===== src/rtl/piso8_pkg.sv =====
// Shared types and defaults for the piso8 transmit path.
package piso8_pkg;

  typedef enum logic {
    IDLE  = 1'b0,
    SHIFT = 1'b1
  } state_t;

  localparam int DEF_WIDTH = 8;

endpackage


===== src/rtl/piso8_tx_if.sv =====
// Load port and serial port of the piso8 transmitter, grouped as one bundle.
interface piso8_tx_if #(
  parameter int WIDTH = 8
) ();

  logic [WIDTH-1:0] d;
  logic             load_valid;
  logic             load_ready;
  logic             sout;
  logic             sout_valid;
  logic             sout_ready;
  logic             sout_last;
  logic             busy;

  modport master (
    output d, load_valid, sout_ready,
    input  load_ready, sout, sout_valid, sout_last, busy
  );

  modport slave (
    input  d, load_valid, sout_ready,
    output load_ready, sout, sout_valid, sout_last, busy
  );

endinterface


===== src/rtl/piso8_tx.sv =====
// Parallel-in, serial-out transmitter: loads a word on a valid/ready port and
// emits it one bit per accepted serial beat, flagging the final bit.
module piso8_tx
  import piso8_pkg::*;
#(
  parameter int WIDTH     = DEF_WIDTH,
  parameter bit MSB_FIRST = 1'b1
) (
  input logic       clk,
  input logic       reset,
  piso8_tx_if.slave bus
);

  localparam int            CW     = $clog2(WIDTH);
  localparam logic [CW-1:0] PENULT = CW'(WIDTH - 2);

  state_t           state;
  logic [WIDTH-1:0] sreg;
  logic [CW-1:0]    cnt;
  logic             last_q;

  logic             beat;
  logic             load;
  logic [WIDTH-1:0] sreg_shift;

  // load_ready looks at sout_ready so a new word can land on the last beat
  assign bus.load_ready = (state == IDLE) || (last_q && bus.sout_ready);
  assign bus.sout       = MSB_FIRST ? sreg[WIDTH-1] : sreg[0];
  assign bus.sout_valid = (state == SHIFT);
  assign bus.busy       = (state == SHIFT);
  assign bus.sout_last  = last_q;

  always_comb begin
    beat       = (state == SHIFT) && bus.sout_ready;
    load       = bus.load_valid && bus.load_ready;
    sreg_shift = MSB_FIRST ? {sreg[WIDTH-2:0], 1'b0} : {1'b0, sreg[WIDTH-1:1]};
  end

  always_ff @(posedge clk) begin
    if (reset) begin
      state  <= IDLE;
      sreg   <= '0;
      cnt    <= '0;
      last_q <= 1'b0;
    end else if (load) begin
      state  <= SHIFT;
      sreg   <= bus.d;
      cnt    <= '0;
      last_q <= 1'b0;
    end else if (beat) begin
      if (last_q) begin
        // counter is cleared rather than advanced so it never wraps
        state  <= IDLE;
        sreg   <= '0;
        cnt    <= '0;
        last_q <= 1'b0;
      end else begin
        sreg   <= sreg_shift;
        cnt    <= cnt + 1'b1;
        last_q <= (cnt == PENULT);
      end
    end
  end

endmodule


===== src/flat_wrapper.sv =====
// flat-port wrapper written by rule: the top's interface ports become plain ports
module piso8_tx_flat import piso8_pkg::*;
#(
  parameter int WIDTH     = DEF_WIDTH,
  parameter bit MSB_FIRST = 1'b1
)
  (clk, reset, bus_d, bus_load_valid, bus_sout_ready, bus_load_ready, bus_sout, bus_sout_valid, bus_sout_last, bus_busy);
  piso8_tx_if #(.WIDTH(WIDTH)) bus_i ();
  input logic clk;
  input logic reset;
  input wire logic [$bits(bus_i.d)-1:0] bus_d;
  input wire logic [$bits(bus_i.load_valid)-1:0] bus_load_valid;
  input wire logic [$bits(bus_i.sout_ready)-1:0] bus_sout_ready;
  output wire logic [$bits(bus_i.load_ready)-1:0] bus_load_ready;
  output wire logic [$bits(bus_i.sout)-1:0] bus_sout;
  output wire logic [$bits(bus_i.sout_valid)-1:0] bus_sout_valid;
  output wire logic [$bits(bus_i.sout_last)-1:0] bus_sout_last;
  output wire logic [$bits(bus_i.busy)-1:0] bus_busy;
  assign bus_i.d = bus_d;
  assign bus_i.load_valid = bus_load_valid;
  assign bus_i.sout_ready = bus_sout_ready;
  assign bus_load_ready = bus_i.load_ready;
  assign bus_sout = bus_i.sout;
  assign bus_sout_valid = bus_i.sout_valid;
  assign bus_sout_last = bus_i.sout_last;
  assign bus_busy = bus_i.busy;
  piso8_tx #(.WIDTH(WIDTH), .MSB_FIRST(MSB_FIRST)) u_core (.clk(clk), .reset(reset), .bus(bus_i));
endmodule

===== config.mk =====
export PLATFORM = sky130hd
export DESIGN_NAME = piso8_tx_flat
export DESIGN_NICKNAME = d
export VERILOG_FILES = /design/src/rtl/piso8_pkg.sv /design/src/rtl/piso8_tx_if.sv /design/src/rtl/piso8_tx.sv /design/src/flat_wrapper.sv
export SDC_FILE = /design/constraint.sdc
export NUM_CORES = 1
export LEC_CHECK = 0
export BUFFER_PORTS_ARGS = -buffer_cell sky130_fd_sc_hd__buf_2
export CAP_MARGIN = 20
export CORE_MARGIN = 3
export CORE_UTILIZATION = 40
export CTS_CLUSTER_SIZE = 12
export DETAILED_ROUTE_END_ITERATION = 6
export SLEW_MARGIN = 20
export SYNTH_ARGS = -nofsm -noshare
export SYNTH_HDL_FRONTEND = slang
export SYNTH_SLANG_ARGS = --single-unit

===== constraint.sdc =====
create_clock -name clk -period 1.3 [get_ports clk]
set_clock_uncertainty 0.15 [all_clocks]
set_input_delay 0 -clock clk [delete_from_list [all_inputs] [get_ports clk]]
set_output_delay 0 -clock clk [all_outputs]
set_load 0.01 [all_outputs]

Word-level counts from Yosys, hierarchy flattened
Index checks and enable logic that the tools add are counted.
Widths: inputs -> output; s select.
{"block": "word_totals", "regBits": 13, "elab_cells": 23}
{"block": "op_classes", "add_sub_neg": 1, "n_eq_ne": 1, "n_mux": 8, "bitwise": 1, "n_reduce_logical": 8}
{"cell": "$mux 8", "n": 3}
{"cell": "$mux 1", "n": 4}
{"cell": "$reduce_bool 2->1", "n": 2}
{"cell": "$add 3x1->3 const B", "n": 1}
{"cell": "$eq 3x3->1 const B", "n": 1}
{"cell": "$logic_and 1x1->1", "n": 3}
{"cell": "$mux 3", "n": 1}
{"cell": "$reduce_and 2->1", "n": 1}
{"cell": "$reduce_or 2->1", "n": 1}
{"cell": "$logic_or 1x1->1", "n": 1}
{"cell": "$not 1->1", "n": 1}

Logic depth before layout (Yosys ltp)
{"block": "depth", "word_depth": 5, "depth_mapped": 5, "depth_no_buf": 4}

Least setup slack after synthesis
No wires, ideal clock.
{"block": "synth_timing", "path_type": "register to register", "from": "register u_core.cnt[0]", "to": "register u_core.cnt[1]", "t_arrival_ns": 1.131, "t_required_ns": 1.084, "slack_ns": -0.047, "stages_incl_launch_ff": 5, "n_path_buf": 0, "path_cell_list": "dfxtp_1 inv_1 ha_1 or3_1 a21oi_2"}
{"block": "synth_via", "elab_chain_len": 2}
{"item": "start, declared", "line": "piso8_tx.sv:19", "source": "logic [CW-1:0] cnt;"}
{"item": "start signal, assigned", "line": "piso8_tx.sv:59", "source": "cnt <= cnt + 1'b1;"}
{"item": "$add 3x1->3", "line": "piso8_tx.sv:59"}
{"item": "$mux 3", "line": "piso8_tx.sv:51", "source": "if (last_q) begin"}
Every way passes these cells.
A chain may end at the register's enable or synchronous reset.

Worst setup path in the final report
{"block": "layout_timing", "from": "register u_core.last_q, in the netlist u_core.bus.sout_last", "to": "register u_core.cnt[1]"}
{"block": "layout_via", "elab_chain_len": 4}
{"item": "start, declared", "line": "piso8_tx.sv:20", "source": "logic last_q;"}
{"item": "start signal, assigned", "line": "piso8_tx.sv:60", "source": "last_q <= (cnt == PENULT);"}
{"item": "$logic_and 1x1->1", "line": "piso8_tx.sv:27", "source": "assign bus.load_ready = (state == IDLE) || (last_q && bus.sout_ready);"}
{"item": "$logic_or 1x1->1", "line": "piso8_tx.sv:27"}
{"item": "$logic_and 1x1->1", "line": "piso8_tx.sv:35", "source": "load = bus.load_valid && bus.load_ready;"}
{"item": "$reduce_or 2->1 (no line)"}
Several ways; a longest one is shown, not always the timed one.

==> parameters.txt <==
Parameter                              Value

Outcome
  Run status ... complete, no violations

Layout
  Synth-to-Final Area Change ... 36.55%
  Fraction of layout instances using a drive strength above 1 ... 0.4144
  Antenna diode instance count ... 0
  Net count reported at finish ... 126

Floorplanning
  Core region area ... 1802 um2
  Row count ... 15
  Vertical die dimension ... slightly above 50 um
  Initial Util ... 0.4389
  Boundary Pins ... 17
  Die extent in x ... 50.46 um
  Floorplan die area ... 2546 um2

Place
  Global placement routability congestion ... 0.7164
  Post-Place Worst Slack ... -0.03308 ns
  HPWL Detailed ... between 1000 and 1500 um
  Number of buffer cells added on primary ports ... 16

Global routing
  Number of global-route vias before repair ... 727
  Gr ovfl total ... 0
  Number of antenna violations at the first check in global routing ... 0
  Global-route wire length before repair ... 3132 um
  Maximum number of pins on one net before global-route repair ... 16
  Total global-route track usage ... 0.1581

Clocking
  Number of H-tree branching levels ... 1
  CTS tree ... built
  Post-CTS Setup Bufs ... 0
  Total CTS buffers ... 3
  Cell chosen for the clock root ... sky130_fd_sc_hd__clkbuf_4
  Clock net sink count ... 13
  Clock latency reported for the late side of the worst-skew pair ... between 0.2 and 0.3 ns
  Number of buffers between clock root and the deepest sink ... 2
  Clock transition at the registers of the reported paths ... 0.08 ns

Yosys
  Synth cell types ... 32
  Synthesized netlist net count ... slightly below 100
  Sequential-to-total area share from yosys stat ... 0.3291
  Number of register bits inferred by synthesis ... 13
  Synthesis warning total ... 0
  Summed instance area of the synthesized netlist ... 790.8 um2
  Mean instance size in the synthesized netlist ... 9.527 um2
  Cell count after synthesis ... between 80 and 90

STA
  Final clock period utilization by the worst path ... 0.9769
  Clock period minus final worst setup slack ... 1.270 ns
  Worst path setup slack after routing ... 0.03006 ns
  Max-slew headroom ... 0.8041
  Timing-limited maximum frequency ... 787.4 MHz
  Count of pins over their slew limit ... 0
  Final number of setup-violating endpoints ... 0
  Unrepaired setup endpoints after global routing ... yes
  Final-report hold violation count ... 0
  Actual slew at the worst max-slew pin ... 0.2938 ns

Power and ir drop
  Portion of total power attributed to sequential cells ... 0.493
  Leak pwr ... approximately 0.42 nW
  Cell-internal power ... 0.6379 mW
  Power per Cell Area ... between 800 and 900 nW/um2
  Switching Fraction ... 0.2746
  Clock share of power ... 0.291
  IR Drop Worst-Case VDD ... 471.3 uV
  Overall power consumption ... a little under 0.9 mW
  Net switching power of the design ... 0.2414 mW
  Combinational cell fraction of total power ... 0.217

Critical path
  Setup CP Type ... flip-flop to flip-flop
  Setup slack, reg-to-reg ... roughly 0.030 ns
  Type of destination of the critical path ... flip-flop
  Worst reg2reg path depth ... 3
  Crit start category ... flip-flop
  Endpoint required time on the critical path ... 1.36 ns
  Max Fanout on Critical Path ... 12
  CP arrival ... 1.33 ns
  Reg2reg start ... u_core.bus.sout_last
  R2r endpoint ... u_core.cnt[1]

Detailed routing
  Total wire length after detailed routing ... 1887 um
  Vias post-DR ... 736
  Routed wire length per instance ... 13.88 um
  Number of nets with antenna violations after routing ... 0
  Via density ... 5.412
  Number of violations reported at the end of detailed-routing iteration 0 ... 18
  Detailed Routing Iterations Pass 1 ... 4
  Final routed DRC violation total ... 0

Worst hold path
  Launch point of the worst hold path ... bus_load_valid
  Worst Hold End ... u_core.bus.busy
  Cell depth of the worst hold path ... 3
  Hold WC Path Type ... primary input to flip-flop

Run
  Count of maximum capacitance violations ... 0
[critical path: stages, from the launching register on]
cell and delay (ns):
sky130_fd_sc_hd__dfxtp_4 0.39, sky130_fd_sc_hd__buf_4 0.17, sky130_fd_sc_hd__or3_4 0.39, sky130_fd_sc_hd__a21oi_2 0.11
[sequential cells by signal, indices dropped and copies added, names as in the netlist]
name                  flops
u_core.cnt                3
u_core.sreg               8
u_core.bus.busy           1
u_core.bus.sout_last      1
[worst max-delay path by stage]
stage,from,to
2_1_floorplan,u_core.cnt[0],u_core.cnt[1]
3_3_place_gp,u_core.bus.sout_last,u_core.cnt[1]
3_5_place_dp,u_core.bus.sout_last,u_core.cnt[1]
4_1_cts,u_core.bus.busy,u_core.sreg[4]
5_1_grt,u_core.cnt[0],u_core.cnt[2]
6_report,u_core.bus.sout_last,u_core.cnt[1]
[kinds of logic after synthesis]
family,synth area share
AO/OA/AOI/OAI,0.2658
adder cells (fa/ha/maj),0.03164
buffers and inverters,0.07594
flip-flops,0.3291
multiplexers,0.06329
AND/OR/NAND/NOR,0.2342
[synth_stat cells]
library cell               instances  share of area
sky130_fd_sc_hd__dfxtp_1          13           0.33
sky130_fd_sc_hd__nand3b_1          7          0.066
sky130_fd_sc_hd__a21oi_1           5          0.032
sky130_fd_sc_hd__mux2i_1           5          0.063
sky130_fd_sc_hd__nand3_1           4          0.025
sky130_fd_sc_hd__o21a_1            4          0.038
sky130_fd_sc_hd__o22ai_1           4          0.032
sky130_fd_sc_hd__a21oi_2           3          0.033
sky130_fd_sc_hd__a221o_1           3          0.038
sky130_fd_sc_hd__a32oi_1           3          0.033
sky130_fd_sc_hd__buf_2             3          0.019
sky130_fd_sc_hd__nor2_1            3          0.014
sky130_fd_sc_hd__buf_4             2          0.019
sky130_fd_sc_hd__buf_6             2          0.028
sky130_fd_sc_hd__ha_1              2          0.032
sky130_fd_sc_hd__inv_1             2         0.0095
sky130_fd_sc_hd__nand2_1           2         0.0095
sky130_fd_sc_hd__nor3_2            2          0.025
sky130_fd_sc_hd__a21bo_4           1          0.021
sky130_fd_sc_hd__a21o_4            1          0.019
sky130_fd_sc_hd__a31oi_1           1         0.0079
sky130_fd_sc_hd__a32o_1            1          0.013
sky130_fd_sc_hd__and2_4            1          0.011
sky130_fd_sc_hd__and3b_1           1          0.011
sky130_fd_sc_hd__nand2_2           1         0.0079
sky130_fd_sc_hd__nand2b_1          1         0.0079
sky130_fd_sc_hd__nand4b_1          1          0.011
sky130_fd_sc_hd__nor2_2            1         0.0079
sky130_fd_sc_hd__nor2b_1           1         0.0079
sky130_fd_sc_hd__nor2b_2           1          0.011
sky130_fd_sc_hd__nor3b_1           1         0.0095
sky130_fd_sc_hd__or3_1             1         0.0079
[layout make-up]
cell class,count,area (um2)
Fill cell,165,721.9
Multi-Input combinational cell,61,514.2
Sequential cell,13,270.3
Timing Repair Buffer,31,230.2
Tap cell,25,31.28
Clock buffer,4,26.28
Inverter,2,7.507
[routing by layer]
layer	track usage	vias up	wire, um
li1	-	368	-
met1	0.1851	350	903
met2	0.2761	14	882
met3	0.02967	4	72
met4	0.07175	0	28
met5	0	-	0
[metrics by stage]
step | cell area [um2] | hold slack, ns | TNS, ns | std cells | utilization
global placement | 909.6 | 0.08904 | -0.001333 | 123 | 0.5049
detailed placement | 909.6 | 0.09275 | -0.03308 | 123 | 0.5049
CTS | 1046 | 0.01450 | 0 | 136 | 0.5806
finish | 1080 | 0.01795 | 0 | 136 | 0.5993
floorplan | 793.3 | -0.01617 | 0 | 83 | -
global route | 1080 | 0.04880 | -0.03519 | 136 | 0.5993
[power by group through the flow]
stage               Sequential [mW]  Combinational, mW  Clock (mW)
floorplan                     0.441              0.108           0
global placement              0.444              0.154           0
detailed placement            0.444              0.157           0
CTS                           0.435              0.181       0.266
global route                  0.436              0.206       0.279
finish                        0.433              0.191       0.256
[repair_timing]
item	in CTS	in global routing
hold buffers	9	0
endpoints found under the hold margin	9	0
pin swaps	2	0
endpoints found under the setup margin	4	8
gates resized for setup	4	9
[placed cells by master (no fill, tap or decap), types with 2 or more instances in the layout]
cell                            instances
sky130_fd_sc_hd__buf_2                 15
sky130_fd_sc_hd__dlygate4sd3_1          9
sky130_fd_sc_hd__dfxtp_1                9
sky130_fd_sc_hd__nand3b_1               7
sky130_fd_sc_hd__mux2i_1                5
sky130_fd_sc_hd__a21oi_1                5
sky130_fd_sc_hd__buf_4                  5
sky130_fd_sc_hd__o21a_1                 4
sky130_fd_sc_hd__o22ai_1                4
sky130_fd_sc_hd__nand3_1                4
sky130_fd_sc_hd__clkbuf_4               4
sky130_fd_sc_hd__a32oi_1                3
sky130_fd_sc_hd__a221o_1                3
sky130_fd_sc_hd__nor2_1                 3
sky130_fd_sc_hd__a21oi_2                3
sky130_fd_sc_hd__nand2_1                2
sky130_fd_sc_hd__dfxtp_4                2
sky130_fd_sc_hd__dfxtp_2                2
No activity file was read; power rests on OpenSTA's default activity.
